### src/rtl/puf_pkg.sv
// puf_pkg: shared definitions for the arbiter-PUF challenge/response sequencer.
//   W           - challenge/response width
//   CONST       - fixed word transmitted when the check input selects it
//   state_t     - sequencer states
//   gray_encode - binary to reflected-Gray conversion applied to challenges
package puf_pkg;

  localparam int W = 16;
  localparam logic [W-1:0] CONST = 16'hABCD;

  typedef enum logic [2:0] {
    IDLE   = 3'd0,
    FIRE   = 3'd1,
    RELAX  = 3'd2,
    LAUNCH = 3'd3,
    TXWAIT = 3'd4
  } state_t;

  function automatic logic [W-1:0] gray_encode(input logic [W-1:0] b);
    return b ^ (b >> 1);
  endfunction

endpackage

### src/rtl/puf_vote_acc.sv
// puf_vote_acc: per-bit vote counters for repeated PUF evaluations.
//   clk, rst : clock, asynchronous active-high reset
//   clr      : zero every lane counter (start of a new challenge)
//   en       : add the current resp bits into their lane counters
//   resp     : PUF response sample
//   voted    : majority word, bit i = (count[i] > NVOTE/2)
// Lanes are 4 bits wide; NVOTE is limited to 15 so a lane never wraps.
module puf_vote_acc #(
  parameter int W     = 16,
  parameter int NVOTE = 3
) (
  input  logic         clk,
  input  logic         rst,
  input  logic         clr,
  input  logic         en,
  input  logic [W-1:0] resp,
  output logic [W-1:0] voted
);

  localparam logic [3:0] HALF = 4'(NVOTE / 2);

  logic [3:0] vote [W];

  for (genvar i = 0; i < W; i++) begin : g_lane
    always_ff @(posedge clk or posedge rst) begin
      if (rst) begin
        vote[i] <= 4'd0;
      end else if (clr) begin
        vote[i] <= 4'd0;
      end else if (en && resp[i]) begin
        vote[i] <= vote[i] + 4'd1;
      end
    end

    assign voted[i] = (vote[i] > HALF);
  end

endmodule

### src/rtl/puf_crp_ctrl.sv
// puf_crp_ctrl: sequencer between UART receiver, arbiter PUF and UART transmitter.
// A received challenge is Gray-coded onto the PUF, the PUF is fired NVOTE
// times with SETTLE-cycle high and low trigger phases, responses are
// majority-voted per bit, and the result (or CONST when check=1) is handed to
// the transmitter with a completion timeout.
//   clk, rst        : clock, asynchronous active-high reset
//   rx_valid/rx_data: one-cycle challenge strobe and binary challenge
//   check           : sampled at launch, 1 sends CONST instead of the response
//   puf_trig        : PUF launch, rising edge starts a race
//   challenge       : Gray-coded challenge driven to the PUF
//   puf_resp        : PUF response, sampled on the last high trigger cycle
//   tx_en_n/tx_data : active-low transmit request and word
//   tx_done         : one-cycle completion strobe from the transmitter
//   busy            : high whenever the sequencer is not idle
//   overrun/timeout : sticky error flags, cleared only by rst
// Handshake: rx_valid is a strobe that is only consumed in IDLE (otherwise
// dropped and flagged); tx_en_n is held low with tx_data stable until tx_done
// strobes or the timeout expires. Every output is a register, so no input
// reaches an output combinationally.
module puf_crp_ctrl #(
  parameter int             W          = puf_pkg::W,
  parameter int             SETTLE     = 8,
  parameter int             NVOTE      = 3,
  parameter int             TX_TIMEOUT = 4096,
  parameter logic [W-1:0]   CONST      = puf_pkg::CONST
) (
  input  logic         clk,
  input  logic         rst,
  input  logic         rx_valid,
  input  logic [W-1:0] rx_data,
  input  logic         check,
  output logic         puf_trig,
  output logic [W-1:0] challenge,
  input  logic [W-1:0] puf_resp,
  output logic         tx_en_n,
  output logic [W-1:0] tx_data,
  input  logic         tx_done,
  output logic         busy,
  output logic         overrun,
  output logic         timeout
);

  import puf_pkg::*;

  localparam int PW = $clog2(SETTLE);
  localparam int TW = $clog2(TX_TIMEOUT);
  localparam logic [PW-1:0] PHASE_LAST = PW'(SETTLE - 1);
  localparam logic [TW-1:0] TO_LAST    = TW'(TX_TIMEOUT - 1);
  localparam logic [3:0]    NV         = 4'(NVOTE);

  // Current state is kept as a named signal so checkers can bind to it.
  state_t        state, state_nxt;
  logic [PW-1:0] phase, phase_nxt;
  logic [3:0]    eval_cnt, eval_nxt;
  logic [TW-1:0] to_cnt, to_nxt;

  logic          puf_trig_nxt, tx_en_n_nxt, busy_nxt, overrun_nxt, timeout_nxt;
  logic [W-1:0]  challenge_nxt, tx_data_nxt;
  logic          vote_clr, vote_en;
  logic [W-1:0]  voted;

  puf_vote_acc #(.W(W), .NVOTE(NVOTE)) u_vote (
    .clk   (clk),
    .rst   (rst),
    .clr   (vote_clr),
    .en    (vote_en),
    .resp  (puf_resp),
    .voted (voted)
  );

  always_ff @(posedge clk or posedge rst) begin
    if (rst) begin
      state     <= IDLE;
      phase     <= '0;
      eval_cnt  <= '0;
      to_cnt    <= '0;
      puf_trig  <= 1'b0;
      challenge <= '0;
      tx_en_n   <= 1'b1;
      tx_data   <= '0;
      busy      <= 1'b0;
      overrun   <= 1'b0;
      timeout   <= 1'b0;
    end else begin
      state     <= state_nxt;
      phase     <= phase_nxt;
      eval_cnt  <= eval_nxt;
      to_cnt    <= to_nxt;
      puf_trig  <= puf_trig_nxt;
      challenge <= challenge_nxt;
      tx_en_n   <= tx_en_n_nxt;
      tx_data   <= tx_data_nxt;
      busy      <= busy_nxt;
      overrun   <= overrun_nxt;
      timeout   <= timeout_nxt;
    end
  end

  // Next-state logic computes the register inputs, so outputs change on the
  // same edge that enters a state (e.g. puf_trig is high in the first FIRE
  // cycle, tx_en_n is low in the LAUNCH cycle itself).
  always_comb begin
    state_nxt     = state;
    phase_nxt     = phase;
    eval_nxt      = eval_cnt;
    to_nxt        = to_cnt;
    puf_trig_nxt  = puf_trig;
    challenge_nxt = challenge;
    tx_en_n_nxt   = tx_en_n;
    tx_data_nxt   = tx_data;
    timeout_nxt   = timeout;
    overrun_nxt   = overrun | (rx_valid && (state != IDLE));
    vote_clr      = 1'b0;
    vote_en       = 1'b0;

    case (state)
      IDLE: begin
        if (rx_valid) begin
          challenge_nxt = gray_encode(rx_data);
          vote_clr      = 1'b1;
          eval_nxt      = '0;
          phase_nxt     = '0;
          puf_trig_nxt  = 1'b1;
          state_nxt     = FIRE;
        end
      end

      FIRE: begin
        if (phase == PHASE_LAST) begin
          vote_en      = 1'b1;
          eval_nxt     = eval_cnt + 4'd1;
          phase_nxt    = '0;
          puf_trig_nxt = 1'b0;
          state_nxt    = RELAX;
        end else begin
          phase_nxt = phase + 1'b1;
        end
      end

      RELAX: begin
        if (phase == PHASE_LAST) begin
          phase_nxt = '0;
          if (eval_cnt < NV) begin
            puf_trig_nxt = 1'b1;
            state_nxt    = FIRE;
          end else begin
            // Launch word is registered here so it is valid in the LAUNCH cycle.
            tx_data_nxt = check ? CONST : voted;
            tx_en_n_nxt = 1'b0;
            to_nxt      = '0;
            state_nxt   = LAUNCH;
          end
        end else begin
          phase_nxt = phase + 1'b1;
        end
      end

      LAUNCH, TXWAIT: begin
        if (tx_done) begin
          tx_en_n_nxt = 1'b1;
          state_nxt   = IDLE;
        end else if (to_cnt == TO_LAST) begin
          timeout_nxt = 1'b1;
          tx_en_n_nxt = 1'b1;
          state_nxt   = IDLE;
        end else begin
          to_nxt    = to_cnt + 1'b1;
          state_nxt = TXWAIT;
        end
      end

      default: begin
        puf_trig_nxt = 1'b0;
        tx_en_n_nxt  = 1'b1;
        state_nxt    = IDLE;
      end
    endcase

    busy_nxt = (state_nxt != IDLE);
  end

endmodule

### config.mk
export PLATFORM = sky130hd
export DESIGN_NAME = puf_crp_ctrl
export DESIGN_NICKNAME = d
export VERILOG_FILES = /design/src/rtl/puf_pkg.sv /design/src/rtl/puf_vote_acc.sv /design/src/rtl/puf_crp_ctrl.sv
export SDC_FILE = /design/constraint.sdc
export NUM_CORES = 1
export LEC_CHECK = 0
export BUFFER_PORTS_ARGS = -buffer_cell sky130_fd_sc_hd__buf_2
export CAP_MARGIN = 10
export CORE_ASPECT_RATIO = 1.5
export CORE_MARGIN = 5
export CORE_UTILIZATION = 46
export CTS_CLUSTER_SIZE = 8
export DETAILED_ROUTE_END_ITERATION = 10
export GPL_TIMING_DRIVEN = 0
export PLACE_DENSITY = 0.65
export SYNTH_ARGS = -nofsm -noshare
export SYNTH_HDL_FRONTEND = slang
export SYNTH_SLANG_ARGS = --single-unit
### constraint.sdc
create_clock -name clk -period 4.03 [get_ports clk]
set_input_delay 0 -clock clk [delete_from_list [all_inputs] [get_ports clk]]
set_output_delay 0 -clock clk [all_outputs]
set_load 0.01 [all_outputs]
Word level (Yosys, flattened, before mapping)
Cells that the tools add are included.
Word-level totals
  logic and storage cells: 198
  input port bits: 37
  output and inout port bits: 37
  register bits: 123
Operators by class
  bitwise logic cells: 6
  $lt $le $gt $ge: 17
  muxes and demuxes: 65
  equal/unequal tests: 14
  add/sub/neg operators: 19
  reduce and logical (&&, ||, !) cells: 50
Operators with widths (number)
  4-bit 2-to-1 mux: 34
  4-bit by 1-bit adder with 4-bit output (second input constant): 17
  4-bit by 1-bit > comparator with 1-bit output (second input constant): 16
  12-bit 2-to-1 mux: 4
  2-bit nonzero test: 19
  12-bit one-hot mux with 2 select lines: 1
  3-bit 2-to-1 mux: 7
  1-bit logical AND: 17
  16-bit 2-to-1 mux: 1
  16-bit by 15-bit bitwise XOR with 16-bit output: 1
  2-bit inequality test (second input constant): 7
  12-bit by 1-bit adder with 12-bit output (second input constant): 1
  12-bit equality test (second input constant): 1
  1-bit 2-to-1 mux: 12
  3-bit one-hot mux with 4 select lines: 1
  5-bit AND reduction: 2
  3-bit AND reduction: 3
  4-bit one-hot mux with 2 select lines: 1
  3-bit by 2-bit equality test with 1-bit output (second input constant): 2
  3-bit equality test (second input constant): 2
  3-bit one-hot mux with 2 select lines: 1
  3-bit nonzero test: 2
  2-bit OR reduction: 3
  4-bit by 2-bit < comparator with 1-bit output (second input constant): 1
  11 further kinds: 15

Longest topological paths before layout
  depth in word-level cells: 6
  depth in mapped cells: 9
  mapped depth without buffers: 6

Modules after synthesis
From an unflattened synthesis, not the netlist that was laid out.
Unflattened totals
  cells, all modules: 674
  area, all modules: 6422.4 um^2
By module, submodules not included
  puf_vote_acc: seq. area each 1601.5 um^2, cells each 397, area each 3643.5 um^2, times used 1
  puf_crp_ctrl: seq. area each 1477.7 um^2, cells each 277, area each 2778.9 um^2, times used 1

Worst setup path before layout
No wires, ideal clock.
  kind: register to register
  start point: register phase[0]
  end point: register u_vote.vote[24] (netlist bit)
  path slack: 2.160 ns
  stages on the path, launching flop included: 10
  arrival time: 1.749 ns
  cells stage by stage: dfrtp_1 -> ha_1 -> ha_1 -> nor4bb_1 -> clkbuf_1 -> buf_2 -> buf_2 -> nand2_1 -> xnor2_1 -> nor2_1
Between the ends
  longest elaborated chain between the ends: 5
Ends and longest elaborated chain
  start: declaration: RTL line puf_crp_ctrl.sv:53  | logic [PW-1:0] phase, phase_nxt;
  start signal: assignment: RTL line puf_crp_ctrl.sv:86  | phase <= phase_nxt;
  3-bit equality test: RTL line puf_crp_ctrl.sv:129  | if (phase == PHASE_LAST) begin
  1-bit 2-to-1 mux: RTL line puf_crp_ctrl.sv:129
  1-bit 2-to-1 mux: RTL line puf_crp_ctrl.sv:116  | case (state)
  1-bit logical AND: RTL line puf_vote_acc.sv:30  | end else if (en && resp[i]) begin
  2-bit nonzero test (no source line)
  end signal: indexed assignment: RTL line puf_vote_acc.sv:31  | vote[i] <= vote[i] + 4'd1;
  end: declaration: RTL line puf_vote_acc.sv:22  | logic [3:0] vote [W];
No other way between the ends.
A chain may end at the register's enable or synchronous reset.

Final worst setup path
  start point: register phase[0]
  end point: register u_vote.vote[48] (netlist bit)
The elaborated chain is that of the path after synthesis.

==> results.cfg <==
[outcome]
status = finished clean

[flow_run]
max_cap_violations = 0

[power_and_ir_drop]
p_leak_nw = 3.89
p_clk_frac = 0.327
power.density_mw_per_mm2 = 590
p_int_mw = 3.16
switching_share = 0.348
p_comb_frac = 0.305
p_seq_frac = 0.368
peakVddDrop_uv = 318
power.switching_mw = 1.68

[drt]
drt_iter0_drc = 213
avgRoutedWirePerCell_um = 16.0
dr.pass1.iters = 5
wl_mm = 16.4
vias_per_cell = 5.27
vias = 5410
drtAntennaViolNets = 0
drc = 0

[yosys]
synth_nets = 778
async_reset_ff_frac = 1.00
synthesis.area_mm2 = 0.00656
synth_cells = 689
synth-edff-count = 0
synth_top_area_cell = dfrtp_1
synth_seq_cells = 123
synth-main-ff-cell = dfrtp_1
synth_warnings = 0
ys_types = 57
synth_top_area_frac = 0.465
syn_area_per_cell_um2 = 9.52
synth_area_leaders = dfrtp_1, ha_1, nor2_1
yosysSeqAreaShare = 0.469

[critical_path]
r2r_start = phase[0]
critPathSlowestCell = dfrtp_1
critPathLaunch = phase[0]
path_class = reg2reg
critPathArrivalTime_ns = 2.79
crit_fanout = 10
cp-end-kind = flop
ff2ff_setup_slack_ns = 1.54
worst_ep_required_time_ns = 4.33
cp_top_family = buffers and inverters
reg2reg_depth = 9
cp.depth = 9
crit_path_max_incr_delay_ns = 0.43
rr_endpoint = u_vote.vote[48]
critPathCapture = u_vote.vote[48]
cp.buffers_inverters = 3
cp_cell_sequence = ha_1 > ha_1 > nor4bb_1 > clkbuf_1 > buf_2 > buf_2 > nand2_1 > xnor2_1 > nor2_1
cp-start-kind = flop

[timing]
hold_viol = 0
tightest_slew_ns = 0.623
rsz0062_at_grt = false
setup_viol = 0
fin_tns_setup_ns = 0
max_slew_margin = 0.582
period_minus_slack_ns = 2.49
fin_crit_sh = 0.618
drv_slew = 0
clock_skew_ns = 0.00828
layout_setup_ws_ns = 1.54
max_freq_ghz = 0.401

[global_routing]
grt_max_degree = 97
grt_pass1_vias = 5688
grt_pass1_wl_mm = 27.7
antenna_found_initial = 0
grtUsageTotal = 0.210
grt_overflow = 0

[clocking]
htreeDepth = 4
numCtsBuffers = 17
hold_buffers = 40
cts_tree = done
post-cts-setup-buffer-count = 0
clkSinkCount = 123
clk_pin_slew_ns = 0.06
root_buffer = clkbuf_16
insertion_delay_ns = 0.42
cts.repair.resized = 0
cts_buffer_depth = 2

[placement]
dp_slack_ns = 1.56
placed_area_mm2 = 0.00719
dp_hpwl_mm = 11.4
io_buffers = 72
place_congestion = 0.819

[final_layout]
regArea_mm2 = 0.00308
multi_input_area_mm2 = 0.00319
design_area_mm2 = 0.00821
areaGrowthSynthToFinish_pct = 25.1
fillers = 1207
diodes = 0
fin_nets = 910
drive_gt1_frac = 0.159

[hold_path]
min_path_type = in2async

[floorplanning]
coreArea_mm2 = 0.0140
start_util = 0.469
die_h_um = 156
dieArea_mm2 = 0.0168
ios = 74
rows = 53
fp.dieW_um = 108
[synthesized netlist by cell type, drive strengths merged, types with 2 or more instances]
library cell and instances:
o21ai 22, xnor2 32, nor4b 2, nand3b 2
and3 16, clkbuf 15, xor2 34, ha 52
nand2b 2, nor4 13, and2 4, a21oi 40
a221o 6, a21o 5, o21bai 2, a211oi 2
nand2 62, inv 39, nor2b 3, or4 2
dfrtp 122, nand4 4, buf 17, nor3 18
mux2 2, or3 2, a221oi 2, nand3 57
o31ai 8, nor2 86
[state kept, by name (all words and copies together) (netlist names), 3 cells and up]
name,flops
u_vote.vote,64
challenge,16
tx_data,16
to_cnt,12
eval_cnt,4
phase,3
state,3
[worst min-delay path, delay by kind of cell]
kind	cells	cell delay, ns
buffers and inverters	3	0.88
[area by class of cell]
class	count	share of cell area
clock buffers	21	0.0573
flip-flops and latches	123	0.375
repair buffers	113	0.0961
plain buffers	32	0.0172
well taps	192	0.0293
clock inverters	11	0.0172
inverters	39	0.0188
multi-input cells	495	0.389
[power by group through the flow]
| stage | logic, mW | registers (mW) | clock network [mW] |
|---|---|---|---|
| floorplan | 0.968 | 1.79 | 0 |
| global placement | 1.37 | 1.77 | 0 |
| detailed placement | 1.44 | 1.79 | 0 |
| CTS | 1.49 | 1.78 | 1.61 |
| global route | 1.70 | 1.83 | 1.67 |
| finish | 1.48 | 1.78 | 1.58 |
[how the worst min path moves through the flow]
stage	end	slack, ns	cells after the start
finish	state[1]	0.1	3
global route	state[1]	0.13	3
floorplan	challenge[15]	0.13	1
CTS	state[1]	0.1	3
detailed placement	state[1]	-0.01	2
global placement	challenge[15]	0.25	2
[logic make-up after synthesis]
| logic type | count (synthesis) | synth area share |
|---|---|---|
| and+or+nand+nor | 278 | 0.203 |
| DFF | 123 | 0.469 |
| AOI/OAI and AO/OA | 96 | 0.0916 |
| buffers and inverters | 71 | 0.0442 |
| xor gates and xnor gates | 66 | 0.0881 |
| adders and majority gates | 52 | 0.0992 |
| muxes | 3 | 0.00496 |
[cells in the final DEF (no fill, tap or decap), types with 32 or more instances in the layout]
| cell type | instances |
|---|---|
| a21oi_1 | 39 |
| buf_2 | 89 |
| dfrtp_1 | 122 |
| dlygate4sd3_1 | 40 |
| ha_1 | 52 |
| inv_1 | 37 |
| nand2_1 | 61 |
| nand3_1 | 56 |
| nor2_1 | 86 |
| xnor2_1 | 32 |
| xor2_1 | 34 |
[routing by layer]
layer | GRT usage | wire, um | up-vias
li1 | - | - | 2602
met1 | 0.232 | 6370 | 2637
met2 | 0.379 | 8850 | 142
met3 | 0.0516 | 803 | 29
met4 | 0.0884 | 391 | 0
met5 | 0 | 0 | -
[metrics by stage]
step	util	hold WS [ns]	power, mW	cells
detailed placement	0.514	-0.0137	3.23	954
global placement	0.512	0.251	3.13	953
global route	0.586	0.133	5.19	1026
floorplan	-	0.135	2.76	689
CTS	0.586	0.0953	4.88	1026
finish	0.586	0.0955	4.84	1026
Power figures use the tool's default switching activity.
